## src/rtl/tinyriscv_pkg.sv

```systemverilog
// Shared types and helpers for the multi-port integer register file.
// Optional parity storage is enabled with the REGFILE_PARITY_EN macro.
package tinyriscv_pkg;

  typedef enum logic {RF_CLEAR, RF_READY} rf_state_e;

  localparam int RF_MAX_RD     = 4;
  localparam int RF_MAX_WR     = 2;
  localparam int RF_MAX_DATA_W = 64;

  // Even parity: the stored bit makes the total count of ones even.
  function automatic logic rf_parity(input logic [RF_MAX_DATA_W-1:0] d);
    return ^d;
  endfunction

endpackage

```

## src/rtl/regfile_scoreboard.sv

```systemverilog
// Per-register busy scoreboard: allocate sets, accepted writeback clears, flush empties.
module regfile_scoreboard
  import tinyriscv_pkg::*;
#(
  parameter int ADDR_W   = 5,
  parameter int NUM_RD   = 2,
  parameter int NUM_WR   = 1,
  parameter int ZERO_REG = 1
) (
  input  logic                     clk_i,
  input  logic                     rst_i,
  input  logic                     flush_i,
  input  logic                     set_i,
  input  logic [ADDR_W-1:0]        set_addr_i,
  input  logic [NUM_WR-1:0]        clr_i,
  input  logic [NUM_WR*ADDR_W-1:0] clr_addr_i,
  input  logic [NUM_RD-1:0]        re_i,
  input  logic [NUM_RD*ADDR_W-1:0] raddr_i,
  output logic [NUM_RD-1:0]        busy_o
);

  localparam int DEPTH = 2**ADDR_W;

  logic [DEPTH-1:0] busy_q;
  logic [DEPTH-1:0] busy_d;

  // Set is applied after the clears so an allocate beats a same-cycle writeback.
  always_comb begin
    busy_d = busy_q;
    for (int unsigned j = 0; j < NUM_WR; j++) begin
      if (clr_i[j]) busy_d[clr_addr_i[j*ADDR_W +: ADDR_W]] = 1'b0;
    end
    if (set_i) busy_d[set_addr_i] = 1'b1;
    if (ZERO_REG != 0) busy_d[0] = 1'b0;
  end

  always_ff @(posedge clk_i or posedge rst_i) begin
    if (rst_i) begin
      busy_q <= '0;
    end else if (flush_i) begin
      busy_q <= '0;
    end else begin
      busy_q <= busy_d;
    end
  end

  always_comb begin
    busy_o = '0;
    for (int unsigned k = 0; k < NUM_RD; k++) begin
      busy_o[k] = busy_q[raddr_i[k*ADDR_W +: ADDR_W]] & re_i[k];
      if ((ZERO_REG != 0) && (raddr_i[k*ADDR_W +: ADDR_W] == '0)) busy_o[k] = 1'b0;
    end
  end

endmodule

```

## src/rtl/regfile_mp.sv

```systemverilog
// Multi-port register file with write priority, bypass, busy scoreboard and a sweep-clear FSM.
// Define REGFILE_PARITY_EN to store and check one even-parity bit per entry.
module regfile_mp
  import tinyriscv_pkg::*;
#(
  parameter int DATA_W   = 32,
  parameter int ADDR_W   = 5,
  parameter int NUM_RD   = 2,
  parameter int NUM_WR   = 1,
  parameter int ZERO_REG = 1,
  parameter int BYPASS   = 1
) (
  input  logic                     clk_i,
  input  logic                     rst_i,
  input  logic                     clear_req_i,
  output logic                     ready_o,
  input  logic [NUM_WR-1:0]        we_i,
  input  logic [NUM_WR*ADDR_W-1:0] waddr_i,
  input  logic [NUM_WR*DATA_W-1:0] wdata_i,
  input  logic [NUM_RD-1:0]        re_i,
  input  logic [NUM_RD*ADDR_W-1:0] raddr_i,
  output logic [NUM_RD*DATA_W-1:0] rdata_o,
  output logic [NUM_RD-1:0]        busy_o,
  input  logic                     alloc_i,
  input  logic [ADDR_W-1:0]        alloc_addr_i,
  output logic [NUM_RD-1:0]        par_err_o,
  output logic                     par_err_sticky_o
);

  localparam int DEPTH = 2**ADDR_W;

  if (NUM_RD < 1 || NUM_RD > RF_MAX_RD) begin : g_bad_rd
    $error("regfile_mp: NUM_RD out of range");
  end
  if (NUM_WR < 1 || NUM_WR > RF_MAX_WR) begin : g_bad_wr
    $error("regfile_mp: NUM_WR out of range");
  end
  if (DATA_W > RF_MAX_DATA_W) begin : g_bad_dw
    $error("regfile_mp: DATA_W too wide");
  end

  rf_state_e         state;
  logic [ADDR_W-1:0] ptr;
  logic              ready;

  logic [ADDR_W-1:0] waddr [NUM_WR];
  logic [DATA_W-1:0] wdata [NUM_WR];
  logic [ADDR_W-1:0] raddr [NUM_RD];
  logic [NUM_WR-1:0] we_acc;

  logic [DATA_W-1:0] mem [DEPTH];
`ifdef REGFILE_PARITY_EN
  logic              par_mem [DEPTH];
  logic [NUM_RD-1:0] rd_par_err;
  logic              sticky_q;
`endif

  assign ready   = (state == RF_READY);
  assign ready_o = ready;

  always_comb begin
    for (int unsigned j = 0; j < NUM_WR; j++) begin
      waddr[j] = waddr_i[j*ADDR_W +: ADDR_W];
      wdata[j] = wdata_i[j*DATA_W +: DATA_W];
    end
    for (int unsigned k = 0; k < NUM_RD; k++) begin
      raddr[k] = raddr_i[k*ADDR_W +: ADDR_W];
    end
  end

  always_comb begin
    we_acc = '0;
    for (int unsigned j = 0; j < NUM_WR; j++) begin
      we_acc[j] = ready && we_i[j] && !((ZERO_REG != 0) && (waddr[j] == '0));
    end
  end

  always_ff @(posedge clk_i or posedge rst_i) begin
    if (rst_i) begin
      state <= RF_CLEAR;
      ptr   <= '0;
    end else if (clear_req_i) begin
      state <= RF_CLEAR;
      ptr   <= '0;
    end else if (state == RF_CLEAR) begin
      ptr <= ptr + 1'b1;
      if (ptr == ADDR_W'(DEPTH-1)) state <= RF_READY;
    end
  end

  // No reset on the array: the sweep zeroes one entry per cycle until ready.
  // Ascending port loop lets the highest-index port win on an address collision.
  always_ff @(posedge clk_i) begin
    if (!ready) begin
      mem[ptr] <= '0;
`ifdef REGFILE_PARITY_EN
      par_mem[ptr] <= 1'b0;
`endif
    end else begin
      for (int unsigned j = 0; j < NUM_WR; j++) begin
        if (we_acc[j]) begin
          mem[waddr[j]] <= wdata[j];
`ifdef REGFILE_PARITY_EN
          par_mem[waddr[j]] <= rf_parity(RF_MAX_DATA_W'(wdata[j]));
`endif
        end
      end
    end
  end

  always_comb begin
    logic              hit;
    logic [DATA_W-1:0] val;
    rdata_o = '0;
`ifdef REGFILE_PARITY_EN
    rd_par_err = '0;
`endif
    for (int unsigned k = 0; k < NUM_RD; k++) begin
      hit = 1'b0;
      val = '0;
      if (ready && re_i[k] && !((ZERO_REG != 0) && (raddr[k] == '0))) begin
        for (int unsigned j = 0; j < NUM_WR; j++) begin
          if ((BYPASS != 0) && we_i[j] && (waddr[j] == raddr[k])) begin
            hit = 1'b1;
            val = wdata[j];
          end
        end
        if (!hit) begin
          val = mem[raddr[k]];
`ifdef REGFILE_PARITY_EN
          rd_par_err[k] = rf_parity(RF_MAX_DATA_W'(val)) != par_mem[raddr[k]];
`endif
        end
      end
      rdata_o[k*DATA_W +: DATA_W] = val;
    end
  end

`ifdef REGFILE_PARITY_EN
  always_ff @(posedge clk_i or posedge rst_i) begin
    if (rst_i) begin
      sticky_q <= 1'b0;
    end else if (clear_req_i) begin
      sticky_q <= 1'b0;
    end else if (|rd_par_err) begin
      sticky_q <= 1'b1;
    end
  end

  assign par_err_o        = rd_par_err;
  assign par_err_sticky_o = sticky_q;
`else
  assign par_err_o        = '0;
  assign par_err_sticky_o = 1'b0;
`endif

  logic [NUM_RD-1:0] sb_busy;

  regfile_scoreboard #(
    .ADDR_W   (ADDR_W),
    .NUM_RD   (NUM_RD),
    .NUM_WR   (NUM_WR),
    .ZERO_REG (ZERO_REG)
  ) u_scoreboard (
    .clk_i      (clk_i),
    .rst_i      (rst_i),
    .flush_i    (clear_req_i),
    .set_i      (ready && alloc_i),
    .set_addr_i (alloc_addr_i),
    .clr_i      (we_acc),
    .clr_addr_i (waddr_i),
    .re_i       (re_i),
    .raddr_i    (raddr_i),
    .busy_o     (sb_busy)
  );

  assign busy_o = ready ? sb_busy : '0;

endmodule

```

## config.mk

```make
export PLATFORM = sky130hd
export DESIGN_NAME = regfile_mp
export DESIGN_NICKNAME = d
export VERILOG_FILES = /design/src/rtl/tinyriscv_pkg.sv /design/src/rtl/regfile_scoreboard.sv /design/src/rtl/regfile_mp.sv
export SDC_FILE = /design/constraint.sdc
export NUM_CORES = 1
export LEC_CHECK = 0
export BUFFER_PORTS_ARGS = -buffer_cell sky130_fd_sc_hd__buf_2
export CAP_MARGIN = 20
export CORE_MARGIN = 3
export CORE_UTILIZATION = 63
export DETAILED_ROUTE_END_ITERATION = 8
export PLACE_DENSITY = 0.8
export SLEW_MARGIN = 20
export SYNTH_ARGS = -nofsm -noshare
export SYNTH_HDL_FRONTEND = slang
export SYNTH_SLANG_ARGS = --single-unit
```

## constraint.sdc

```tcl
create_clock -name clk_i -period 3.8 [get_ports clk_i]
set_input_delay 0.76 -clock clk_i [delete_from_list [all_inputs] [get_ports clk_i]]
set_output_delay 0.76 -clock clk_i [all_outputs]
set_load 0.005 [all_outputs]
```

# Word-level counts from Yosys, hierarchy flattened
# Memory sizes are Yosys's and may differ from the RTL's.
# Cells that the tools add are included.
# Widths: inputs -> output; s select.
[op_classes]
addsub = 1
multipliers = 0
n_div = 0
magnitude_cmp = 6
eq_ne = 4
n_shift = 0
muxes = 36
bitwise_logic = 5
reduce_logical = 18
[ops]
columns = ["cell", "n"]
rows = [
  ["$mux 32", 10],
  ["$and 32x32->32", 1],
  ["$not 32->32", 1],
  ["$or 32x32->32", 1],
  ["$reduce_or 32->1", 1],
  ["$lt 5x6->1 const B", 4],
  ["$mux 1", 18],
  ["$logic_not 5->1", 3],
  ["$mux 5", 3],
  ["$logic_and 1x1->1", 11],
  ["$bmux 1 s5", 2],
  ["$demux 1 s5", 2],
  ["$eq 5x5->1", 2],
  ["$ge 5x1->1 const B", 2],
  ["$add 5x1->5 const B", 1],
  ["$eq 5x5->1 const B", 1],
  ["$logic_not 1->1", 3],
  ["$and 1x1->1", 2],
  ["$mux 2", 1],
  ["$ne 2x2->1 const B", 1],
]
[totals]
reg_bits = 38
latch_bits = 0
ram_bits = 1024
romBits = 0
in_bits = 59
out_inout_bits = 70
elab_cells = 74
memories = 1
[memory_table]
columns = ["memory", "words", "width", "read_ports", "rd_clocked_by_memory_dff", "write_ports", "line_no", "rtl"]
rows = [
  ["mem", 32, 32, 2, 0, 1, "regfile_mp.sv:51", "logic [DATA_W-1:0] mem [DEPTH];"],
]

# Logic depth before layout (Yosys ltp)
[logic_depth]
word_depth = 10
ltp_mapped = 10
ltp_nobuf = 5

# Modules after synthesis
# Synthesis repeated with hierarchy kept, for this count alone.
[unflattened]
cells_unflattened = 3047
hier_area_um2 = 51001.4
[modules_own_cells]
columns = ["module", "instances", "cells_each", "area_per_inst_um2", "seq_area_each_um2"]
rows = [
  ["regfile_mp", 1, 2837, 49017.0, 30899.6],
  ["regfile_scoreboard", 1, 210, 1984.4, 775.7],
]

# Worst setup path after synthesis
# No wires, ideal clock.
[synth_timing]
path_kind = "input port to flip-flop"
start = "input port waddr_i[3]"
end = "memory mem[23][0], enable pin"
setup_ns = 0.421
t_arrival_ns = 3.258
required_ns = 3.379
setup_slack_ns = 0.121
cell_stages = 6
n_path_buf = 1
cell_sequence = "clkbuf_1 > nor3_1 > a21oi_1 > o31ai_1 > nand2_1 > nor2_1"
[synth_between]
elab_chain_cells = 8
word_cells_on_any_way = 9
cone_classes = "5 x mux; 4 x reduce/logical"
[synth_rtl]
columns = ["element", "line_no", "rtl"]
rows = [
  ["from (decl)", "regfile_mp.sv:18", "input logic [NUM_WR*ADDR_W-1:0] waddr_i,"],
  ["$logic_not 5->1", "regfile_mp.sv:74", "we_acc[j] = ready && we_i[j] && !((ZERO_REG != 0) && (waddr[j] == '0));"],
  ["$logic_not 1->1", "regfile_mp.sv:74", ""],
  ["$logic_and 1x1->1", "regfile_mp.sv:74", ""],
  ["$mux 1", "regfile_mp.sv:101", "if (we_acc[j]) begin"],
  ["$mux 1", "regfile_mp.sv:94", "if (!ready) begin"],
  ["$mux 1 (implied by the code)", "regfile_mp.sv:102", "mem[waddr[j]] <= wdata[j];"],
  ["$reduce_or 32->1 (no line)", "n/a", ""],
  ["$mux 5 (no line) / $mux 1 (equally long branches)", "n/a", ""],
  ["to (decl)", "regfile_mp.sv:51", ""],
]
# Parallel ways exist; a longest one is shown, timed or not.

# Worst setup path after layout
[layout_timing]
start = "input port raddr_i[5]"
end = "output port rdata_o[49]"
[layout_between]
elab_chain_cells = 6
word_cells_on_any_way = 11
cone_classes = "1 x eq/ne; 5 x mux; 4 x reduce/logical; 1 x memory"
[layout_rtl]
columns = ["element", "line_no", "rtl"]
rows = [
  ["from (decl)", "regfile_mp.sv:21", "input logic [NUM_RD*ADDR_W-1:0] raddr_i,"],
  ["parallel branches: the longest is 5 deep, another holds $mem_v2 32x32", "n/a", ""],
  ["$mux 32 *", "regfile_mp.sv:121", "if (ready && re_i[k] && !((ZERO_REG != 0) && (raddr[k] == '0))) begin"],
  ["to (decl)", "regfile_mp.sv:22", "output logic [NUM_RD*DATA_W-1:0] rdata_o,"],
]
# Every way passes the cells marked *. The select of a mux whose other input is x is not followed.

==> run metrics <==
DRC violations left=0; vias in the first global route=32051; Critical Path AT=3.04 ns; clock-pin slew of the registers on the worst-case setup and hold paths=0.07 ns; clock sink count=1061; commonest non-fill, non-tap cells in the layout=edfxtp_1 (1024), mux4_2 (559), buf_4 (146), buf_2 (118), clkbuf_16 (106); crit end category=primary output; RSZ-0062 raised after global routing=true; Area Overhead vs Synth=15.8%; CTS Buf Count=105; Vias=30982; Post-Synth Adder-Cell Area=0.0502%; Peak VDD IR=0.433 mV; vias per cell=7.94; commonest non-fill, non-tap cell in the layout=edfxtp_1; Yosys reg bits=1061; Pleak=17.7 nW; Post-Syn Area=49900 um2; CP Launch Type=primary input; Final Skew=0.0285 ns; Synth warnings=0; Max clock buf depth=3; Tcrit/Tclk final=99.9%; Hold Crit Class=in2async; Die Wd=287 um; number of synthesized flops with an enable pin=1024; post-synthesis sequential area ratio=63.5%; Sequential Power Share=49.7%; Fin Setup TNS=0 ns; reg2reg setup slack=0.90 ns; Synth Area in Compound Gates=4.35%; first-pass GRT wire length=222000 um; Final Hold Vio Count=0; post-synthesis xor/xnor area fraction=0.228%; Design Power=25.8 mW; FP Rows=102; Tmin final=3.80 ns; routability cong.=0.899; root buffer cell=clkbuf_16; internal cell power=20.1 mW; Synth cell types=50; Nets=2829; outcome=completed; Synth Instances=2511; largest family of logic cells by synthesized area=multiplexers; reg2reg start=ready_o; H-Tree Depth=3; Final ANT Viol Nets=0; share of cells above drive strength 1=39.6%; syn avg cell area=19.9 um2; Total Wirelength=155000 um; MaxCap Viol Count=0; Iteration-0 DRC Markers=4887; Slew headroom=19.7%; mux cell area share after synthesis=27.3%; Async S/R FF share, synth=3.49%; GRT Overall Usage=38.2%; worst slew pin tran=1.19 ns; PwrDens=447 nW/um2; wire length per cell=39.7 um; CTS tree=done; switching pwr=5.71 mW; Logic pwr share=7.6%; Die Height=287 um; Initial Util=64.0%; most common flop cell mapped by yosys=edfxtp_1; Hold-fix buffers, CTS=0; DIE AREA=82600 um2; I/O Buffers=125; initial antenna violation count=10; core box area=78000 um2; grt total ovfl=0; DPL Wire Length=90200 um; Slew Limit Fails=0; clock latency on the worst-skew pair=0.70 ns; Clk pwr share=42.7%; CP Data Required Time=3.04 ns; Worst R2R End=mem[27][22]; Worst Reg-to-Reg Cells=7; I/O pins=129; Layout Cells excl Fill=3900; simple-gate area share of the yosys netlist=2.55%; Max Fclk=0.263 GHz; Final setup viols=0; DP Cell Count=3700; Sw Share=22.1%; length of the first detailed-routing pass in iterations=8; crit path kind=in2out; CP max FO=15; largest net degree at the start of global routing=53
==> logic make-up (layout without fill, tap and decap cells) <==
logic type               Yosys count  in the layout
adder cells (fa/ha/maj)            2              2
flip-flops                      1061           1061
other                              1              6
buffers and inverters            216            560
AO/OA/AOI/OAI                    301            301
AND/OR/NAND/NOR                  253            253
XOR/XNOR                          13             13
multiplexers                     664            664
==> power groups by stage <==
| stage | combinational, mW | clock, mW | sequential [mW] |
|---|---|---|---|
| global route | 2.01 | 11.5 | 12.9 |
| detailed placement | 1.89 | 0 | 13.1 |
| global placement | 1.86 | 0 | 13.1 |
| CTS | 1.92 | 11.1 | 12.9 |
| floorplan | 1.17 | 0 | 13.1 |
| finish | 1.95 | 11.0 | 12.9 |
==> routing by layer <==
metal	track usage [%]	vias up	share of wire, %
met3	12.2	701	16
met2	58.6	3064	47
met4	19.1	14	6.2
met1	50.1	15726	31
li1	-	11477	-
met5	0	-	0.066
==> Yosys cell counts (3+ instances only) <==
cell type / instances / area (um2)
nor2b_1: 7 / 43.8
nand3b_1: 4 / 30.0
a21oi_1: 27 / 135
o21a_1: 11 / 82.6
xor2_1: 4 / 35.0
clkbuf_1: 118 / 443
buf_1: 19 / 71.3
and3_1: 3 / 18.8
nor3b_1: 28 / 210
dfrtp_1: 37 / 926
inv_1: 6 / 22.5
xnor2_1: 9 / 78.8
and2_1: 34 / 213
a22oi_1: 64 / 480
nor3_1: 18 / 90.1
or2_2: 3 / 18.8
and3b_1: 3 / 26.3
nand2_1: 54 / 203
mux4_2: 559 / 12600
o22ai_1: 66 / 413
o21ai_0: 48 / 240
mux2i_1: 104 / 1040
a221o_1: 31 / 310
a32o_1: 40 / 400
a31oi_1: 3 / 18.8
nor2_1: 83 / 312
buf_4: 10 / 75.1
nand3_1: 5 / 25.0
edfxtp_1: 1024 / 30700
buf_6: 10 / 113
buf_2: 52 / 260
==> state kept, by name, summed over array words and instances, names as in the netlist <==
register and count:
mem 1024, u_scoreboard.busy_q 31, ready_o 1, ptr 5
==> worst max-delay path: stages <==
cell	delay, ns
buf_12	0.22
buf_4	0.30
mux4_2	0.55
mux4_2	0.49
nor3b_1	0.15
a221o_1	0.37
buf_2	0.17
==> through the flow <==
step	area (um2)	setup WS, ns	hold WS, ns	utilization [%]
after floorplan	49900	0.121	0.505	-
after global placement	54100	0.000470	0.520	69.3
after detailed placement	54100	-0.0134	0.542	69.3
after CTS	57700	0.0244	0.203	74.1
after global routing	57800	-0.00733	0.235	74.1
final	57800	0.00471	0.190	74.1
==> worst max-delay path by stage <==
stage               start     endpoint  slack (ns)  depth (start not counted)
2_1_floorplan  waddr_i[3]   mem[23][0]        0.12                          6
3_3_place_gp   raddr_i[5]  rdata_o[41]      0.0005                          8
3_5_place_dp   raddr_i[5]  rdata_o[41]       -0.01                          8
4_1_cts        raddr_i[5]  rdata_o[41]        0.02                          8
5_1_grt        raddr_i[5]  rdata_o[41]      -0.007                          8
6_report       raddr_i[5]  rdata_o[49]       0.005                          7
==> what timing repair did <==
item | 4_1_cts | 5_1_grt
endpoints found under the setup margin | 2 | 5
setup buffers | 0 | 0
gates cloned | 0 | 1
gates resized for setup | 2 | 2
==> cell type report <==
class                           count  area, um2
Sequential cell                  1061      31700
Clock inverter                     77        986
Inverter                            7       27.5
Clock buffer                      119       2680
Timing Repair Buffer              357       3540
Tap cell                         1040       1300
Fill cell                        4208      20200
Antenna cell                        3       7.51
Multi-Input combinational cell   1236      17600
(Power assumes the default switching activity.)
